--- config.mk ---
export PLATFORM = sky130hd
export DESIGN_NAME = sliced_cla_adder
export DESIGN_NICKNAME = d
export VERILOG_FILES = /design/src/rtl/sliced_cla_adder_pkg.sv /design/src/rtl/carry_look_ahead.sv /design/src/rtl/sliced_cla_adder.sv
export SDC_FILE = /design/constraint.sdc
export NUM_CORES = 1
export LEC_CHECK = 0
export CORE_ASPECT_RATIO = 0.5
export CORE_UTILIZATION = 47
export CTS_CLUSTER_DIAMETER = 200
export DETAILED_ROUTE_END_ITERATION = 10
export PLACE_DENSITY = 0.75
export RECOVER_POWER = 50
export SLEW_MARGIN = 20
export SYNTH_ARGS = -nofsm -noshare
export SYNTH_HDL_FRONTEND = slang
export SYNTH_HIERARCHICAL = 1
export SYNTH_SLANG_ARGS = --single-unit
--- constraint.sdc ---
create_clock -name clk -period 2.6 [get_ports clk]
set_input_delay 0.65 -clock clk [delete_from_list [all_inputs] [get_ports clk]]
set_output_delay 0.65 -clock clk [all_outputs]
set_load 0.05 [all_outputs]
--- src/rtl/sliced_cla_adder_pkg.sv ---
// Shared types and sizing for the slice-serial carry-look-ahead adder.
// Slices are 4 bits wide, so the slice count is the operand width divided by four.
package sliced_cla_adder_pkg;

   typedef enum logic [1:0] {
      ST_IDLE = 2'd0,
      ST_BUSY = 2'd1,
      ST_DONE = 2'd2
   } state_e;

   localparam int SLICE_W = 4;

   function automatic int slice_count(input int width);
      return width / SLICE_W;
   endfunction

endpackage

--- src/rtl/carry_look_ahead.sv ---
// 4-bit carry-look-ahead unit: per-bit carries plus group propagate/generate.
// Purely combinational; no handshake.
module carry_look_ahead (
   input  logic [3:0] p,
   input  logic [3:0] g,
   input  logic       c_in,
   output logic [3:0] c,
   output logic       c_out,
   output logic       p_out,
   output logic       g_out
);

   // c[i] is the carry out of bit i, each flattened to two logic levels.
   assign c[0] = g[0] | (p[0] & c_in);
   assign c[1] = g[1] | (p[1] & g[0]) | (p[1] & p[0] & c_in);
   assign c[2] = g[2] | (p[2] & g[1]) | (p[2] & p[1] & g[0])
               | (p[2] & p[1] & p[0] & c_in);
   assign c[3] = g[3] | (p[3] & g[2]) | (p[3] & p[2] & g[1])
               | (p[3] & p[2] & p[1] & g[0]) | (p[3] & p[2] & p[1] & p[0] & c_in);

   assign c_out = c[3];
   assign p_out = &p;
   assign g_out = g[3] | (p[3] & g[2]) | (p[3] & p[2] & g[1])
                | (p[3] & p[2] & p[1] & g[0]);

endmodule

--- src/rtl/sliced_cla_adder.sv ---
// Adds two WIDTH-bit operands one 4-bit CLA slice per cycle; result after WIDTH/4 cycles.
// Accepts only in IDLE; result held in DONE until out_ready, inputs ignored meanwhile.
module sliced_cla_adder
   import sliced_cla_adder_pkg::*;
#(
   parameter int WIDTH = 16
) (
   input  logic             clk,
   input  logic             rst,
   input  logic             in_valid,
   output logic             in_ready,
   input  logic [WIDTH-1:0] a,
   input  logic [WIDTH-1:0] b,
   input  logic             c_in,
   output logic             out_valid,
   input  logic             out_ready,
   output logic [WIDTH-1:0] sum,
   output logic             c_out,
   output logic             ovf
);

   localparam int NSLICE = slice_count(WIDTH);
   localparam int KW     = (NSLICE > 1) ? $clog2(NSLICE) : 1;

   state_e             state_q, state_d;
   logic [KW-1:0]      k_q, k_d;
   logic               carry_q, carry_d;
   logic [WIDTH-1:0]   a_q, a_d;
   logic [WIDTH-1:0]   b_q, b_d;
   logic [WIDTH-1:0]   acc_q, acc_d;
   logic [WIDTH-1:0]   sum_q, sum_d;
   logic               c_out_q, c_out_d;
   logic               ovf_q, ovf_d;

   logic [SLICE_W-1:0] slice_p, slice_g, slice_sum;
   logic [SLICE_W-1:0] cla_c;
   logic               cla_c_out;
   logic               cla_p_unused, cla_g_unused;
   logic               last_slice;

   assign slice_p    = a_q[SLICE_W*int'(k_q) +: SLICE_W] ^ b_q[SLICE_W*int'(k_q) +: SLICE_W];
   assign slice_g    = a_q[SLICE_W*int'(k_q) +: SLICE_W] & b_q[SLICE_W*int'(k_q) +: SLICE_W];
   assign slice_sum  = slice_p ^ {cla_c[SLICE_W-2:0], carry_q};
   assign last_slice = (k_q == KW'(NSLICE - 1));

   carry_look_ahead u_cla (
      .p     (slice_p),
      .g     (slice_g),
      .c_in  (carry_q),
      .c     (cla_c),
      .c_out (cla_c_out),
      .p_out (cla_p_unused),
      .g_out (cla_g_unused)
   );

   always_comb begin
      state_d   = state_q;
      k_d       = k_q;
      carry_d   = carry_q;
      a_d       = a_q;
      b_d       = b_q;
      acc_d     = acc_q;
      sum_d     = sum_q;
      c_out_d   = c_out_q;
      ovf_d     = ovf_q;
      in_ready  = 1'b0;
      out_valid = 1'b0;

      unique case (state_q)
         ST_IDLE: begin
            in_ready = 1'b1;
            if (in_valid) begin
               a_d     = a;
               b_d     = b;
               carry_d = c_in;
               k_d     = '0;
               state_d = ST_BUSY;
            end
         end
         ST_BUSY: begin
            acc_d[SLICE_W*int'(k_q) +: SLICE_W] = slice_sum;
            carry_d = cla_c_out;
            k_d     = k_q + KW'(1);
            if (last_slice) begin
               // Output registers change only here, so the result is never partial.
               sum_d   = acc_d;
               c_out_d = cla_c_out;
               ovf_d   = cla_c[SLICE_W-2] ^ cla_c[SLICE_W-1];
               k_d     = '0;
               state_d = ST_DONE;
            end
         end
         ST_DONE: begin
            out_valid = 1'b1;
            if (out_ready) begin
               state_d = ST_IDLE;
            end
         end
         default: begin
            state_d = ST_IDLE;
         end
      endcase
   end

   always_ff @(posedge clk) begin
      if (rst) begin
         state_q <= ST_IDLE;
         k_q     <= '0;
         carry_q <= 1'b0;
         a_q     <= '0;
         b_q     <= '0;
         acc_q   <= '0;
         sum_q   <= '0;
         c_out_q <= 1'b0;
         ovf_q   <= 1'b0;
      end else begin
         state_q <= state_d;
         k_q     <= k_d;
         carry_q <= carry_d;
         a_q     <= a_d;
         b_q     <= b_d;
         acc_q   <= acc_d;
         sum_q   <= sum_d;
         c_out_q <= c_out_d;
         ovf_q   <= ovf_d;
      end
   end

   assign sum   = sum_q;
   assign c_out = c_out_q;
   assign ovf   = ovf_q;

endmodule
==> impl_metrics.tcl <==
set metrics [dict create \
    area_delta_synth_final_pct 34.6 \
    antenna_found_initial 0 \
    fin_crit_sh_pct 97.4 \
    critPathArrivalTime_ns 2.74 \
    grt_pass1_wl_mm 12.6 \
    hold_depth 2 \
    status "completed" \
    cp.required_ns 2.80 \
    grt_max_degree 34 \
    endpoint_kind "register" \
    die_w_um 118 \
    synth_area_um2 3180 \
    finalNonFillerCells 501 \
    place_hpwl_mm 5.12 \
    power_mw 3.14 \
    final_nets 455 \
    slew-limit-headroom_pct 57.5 \
    setup_viol 0 \
    core_um2 6280 \
    power_leakage_nw 1.62 \
    place_inst 483 \
    cts.clk_slew.worst_paths_ns 0.06 \
    timing.reg2reg.setup_slack_ns 0.07 \
    wl_per_cell_um 15.6 \
    finalInstanceArea_um2 4280 \
    nFillCells 498 \
    drt_drc_violations_left 0 \
    slew_violations 0 \
    clock_sinks 71 \
    clockBufferDepth 2 \
    holdBufCountCts 0 \
    grtUsageTotal_pct 23.9 \
    yosysWarnings 6 \
    overflow 0 \
    globalplace.congestion 0.858 \
    dieArea_um2 7110 \
    whs_ns 0.454 \
    dr.first_iter.drc_count 171 \
    layout-drive-gt1-share_pct 14.3 \
    route.vias.total 2724 \
    htree_levels 3 \
    fmax_mhz 395 \
    dr.pass1.iters 4 \
    root_buffer "clkbuf_16" \
    ant_nets 0 \
    start_util_pct 50.6 \
    cts_tree "yes" \
    r2r_cells 9 \
    maxCapViolCount 0 \
    critPathLaunchType "register" \
    diodes 0 \
    pin_count 57 \
    ir_drop_mv 0.479 \
    cp_max_fo 5 \
    layout.area.seq_um2 1430 \
    p_per_area_nw_per_um2 733 \
    finClkSkew_ns 0.00871 \
    io_buffers 56 \
    via_per_inst 5.44 \
    clk_latency_ns 0.34 \
    multi_input_area_um2 1600 \
    place_area_um2 3790 \
    crit_type "register to register" \
    synth_nets 398 \
    synth_cells 351 \
    max_slew.worst_pin.slew_ns 0.637 \
    synth_area_per_cell_um2 9.05 \
    grt_pass1_vias 2647 \
    fp.dieH_um 60.1 \
    hold_path.class "register to register" \
    cts_buffers 9 \
    totalWireLength_mm 7.81 \
    rsz0062_at_grt "no" \
    final-hold-violation-count 0 \
    num_rows 20 \
    period_needed_ns 2.53 \
]
==> per-layer routing <==
layer / global-route usage, % / part of all wire, % / up-vias
met4: 11.0 / 1.8 / 0
met5: 0 / 0 / -
li1: - / - / 1338
met3: 6.39 / 6.5 / 14
met1: 26.9 / 43 / 1288
met2: 43.6 / 49 / 84
==> critical path, cell delays in order, from the launching register on <==
cell and delay (ns):
dfxtp_4 0.38, mux4_2 0.54, ha_4 0.26, a21o_1 0.20
a21oi_4 0.20, inv_2 0.07, a21o_4 0.23, xor2_4 0.18
a221oi_2 0.27, nor3_1 0.07
==> per-stage QoR <==
step | worst slack (ns) | utilization [%] | TNS [ns]
floorplan | 0.00234 | - | 0
global placement | -0.0385 | 60.3 | -0.263
detailed placement | -0.147 | 60.3 | -0.981
CTS | 0.0315 | 67.7 | 0
global route | 0.00463 | 68.1 | 0
finish | 0.0664 | 68.1 | 0
==> final timing paths <==
| kind | to | start |
|---|---|---|
| hold / removal | a_q[14]$_SDFFE_PP0P_ | a_q[14]$_SDFFE_PP0P_ |
| hold reg to reg | a_q[14]$_SDFFE_PP0P_ | a_q[14]$_SDFFE_PP0P_ |
| setup reg to reg | sum[15]$_SDFFE_PP0P_ | k_q[0]$_SDFFE_PP0P_ |
| setup / recovery | sum[15]$_SDFFE_PP0P_ | k_q[0]$_SDFFE_PP0P_ |
==> area by class of cell <==
class | instances | share of cell area [%]
Multi-Input combinational cell | 232 | 37.5
Sequential cell | 71 | 33.3
Timing Repair Buffer | 70 | 15.3
Clock buffer | 10 | 5.59
Clock inverter | 6 | 3.63
Tap cell | 88 | 2.57
Inverter | 24 | 2.11
==> flip-flops by register name, summed over array words and instances, names as in the netlist <==
signal and flops:
carry_q 1, sum 16, k_q 2, state_q 2
ovf 1, a_q 16, b_q 16, acc_q 16
c_out 1
==> layout by cell type (no fill, tap or decap), types with 2 or more instances in the layout <==
master / instances
nand2_1: 71
dfxtp_1: 70
clkdlybuf4s50_1: 53
a21oi_1: 37
inv_1: 23
nor2_1: 20
o32ai_1: 16
nor3_1: 16
a221oi_1: 11
clkbuf_16: 9
mux4_2: 8
buf_4: 8
nand2b_1: 7
ha_1: 7
a221oi_2: 5
bufinv_16: 5
and2_1: 4
xor2_1: 3
and4bb_2: 3
a211oi_1: 2
ha_4: 2
clkbuf_1: 2
clkbuf_2: 2
buf_6: 2
==> power breakdown <==
group	internal [mW]	leakage [nW]	switching (mW)
clock network	1.16	0.193	0.466
logic	0.161	0.853	0.198
registers	1.13	0.578	0.0268
total	2.44	1.62	0.691
==> repair_timing <==
action	4_1_cts	5_1_grt
setup buffers	0	2
hold endpoints to repair	0	0
endpoints found under the setup margin	10	10
gates resized for setup	10	7
pin swaps	3	6
gates cloned	0	0
No activity file was read; power rests on OpenSTA's default activity.
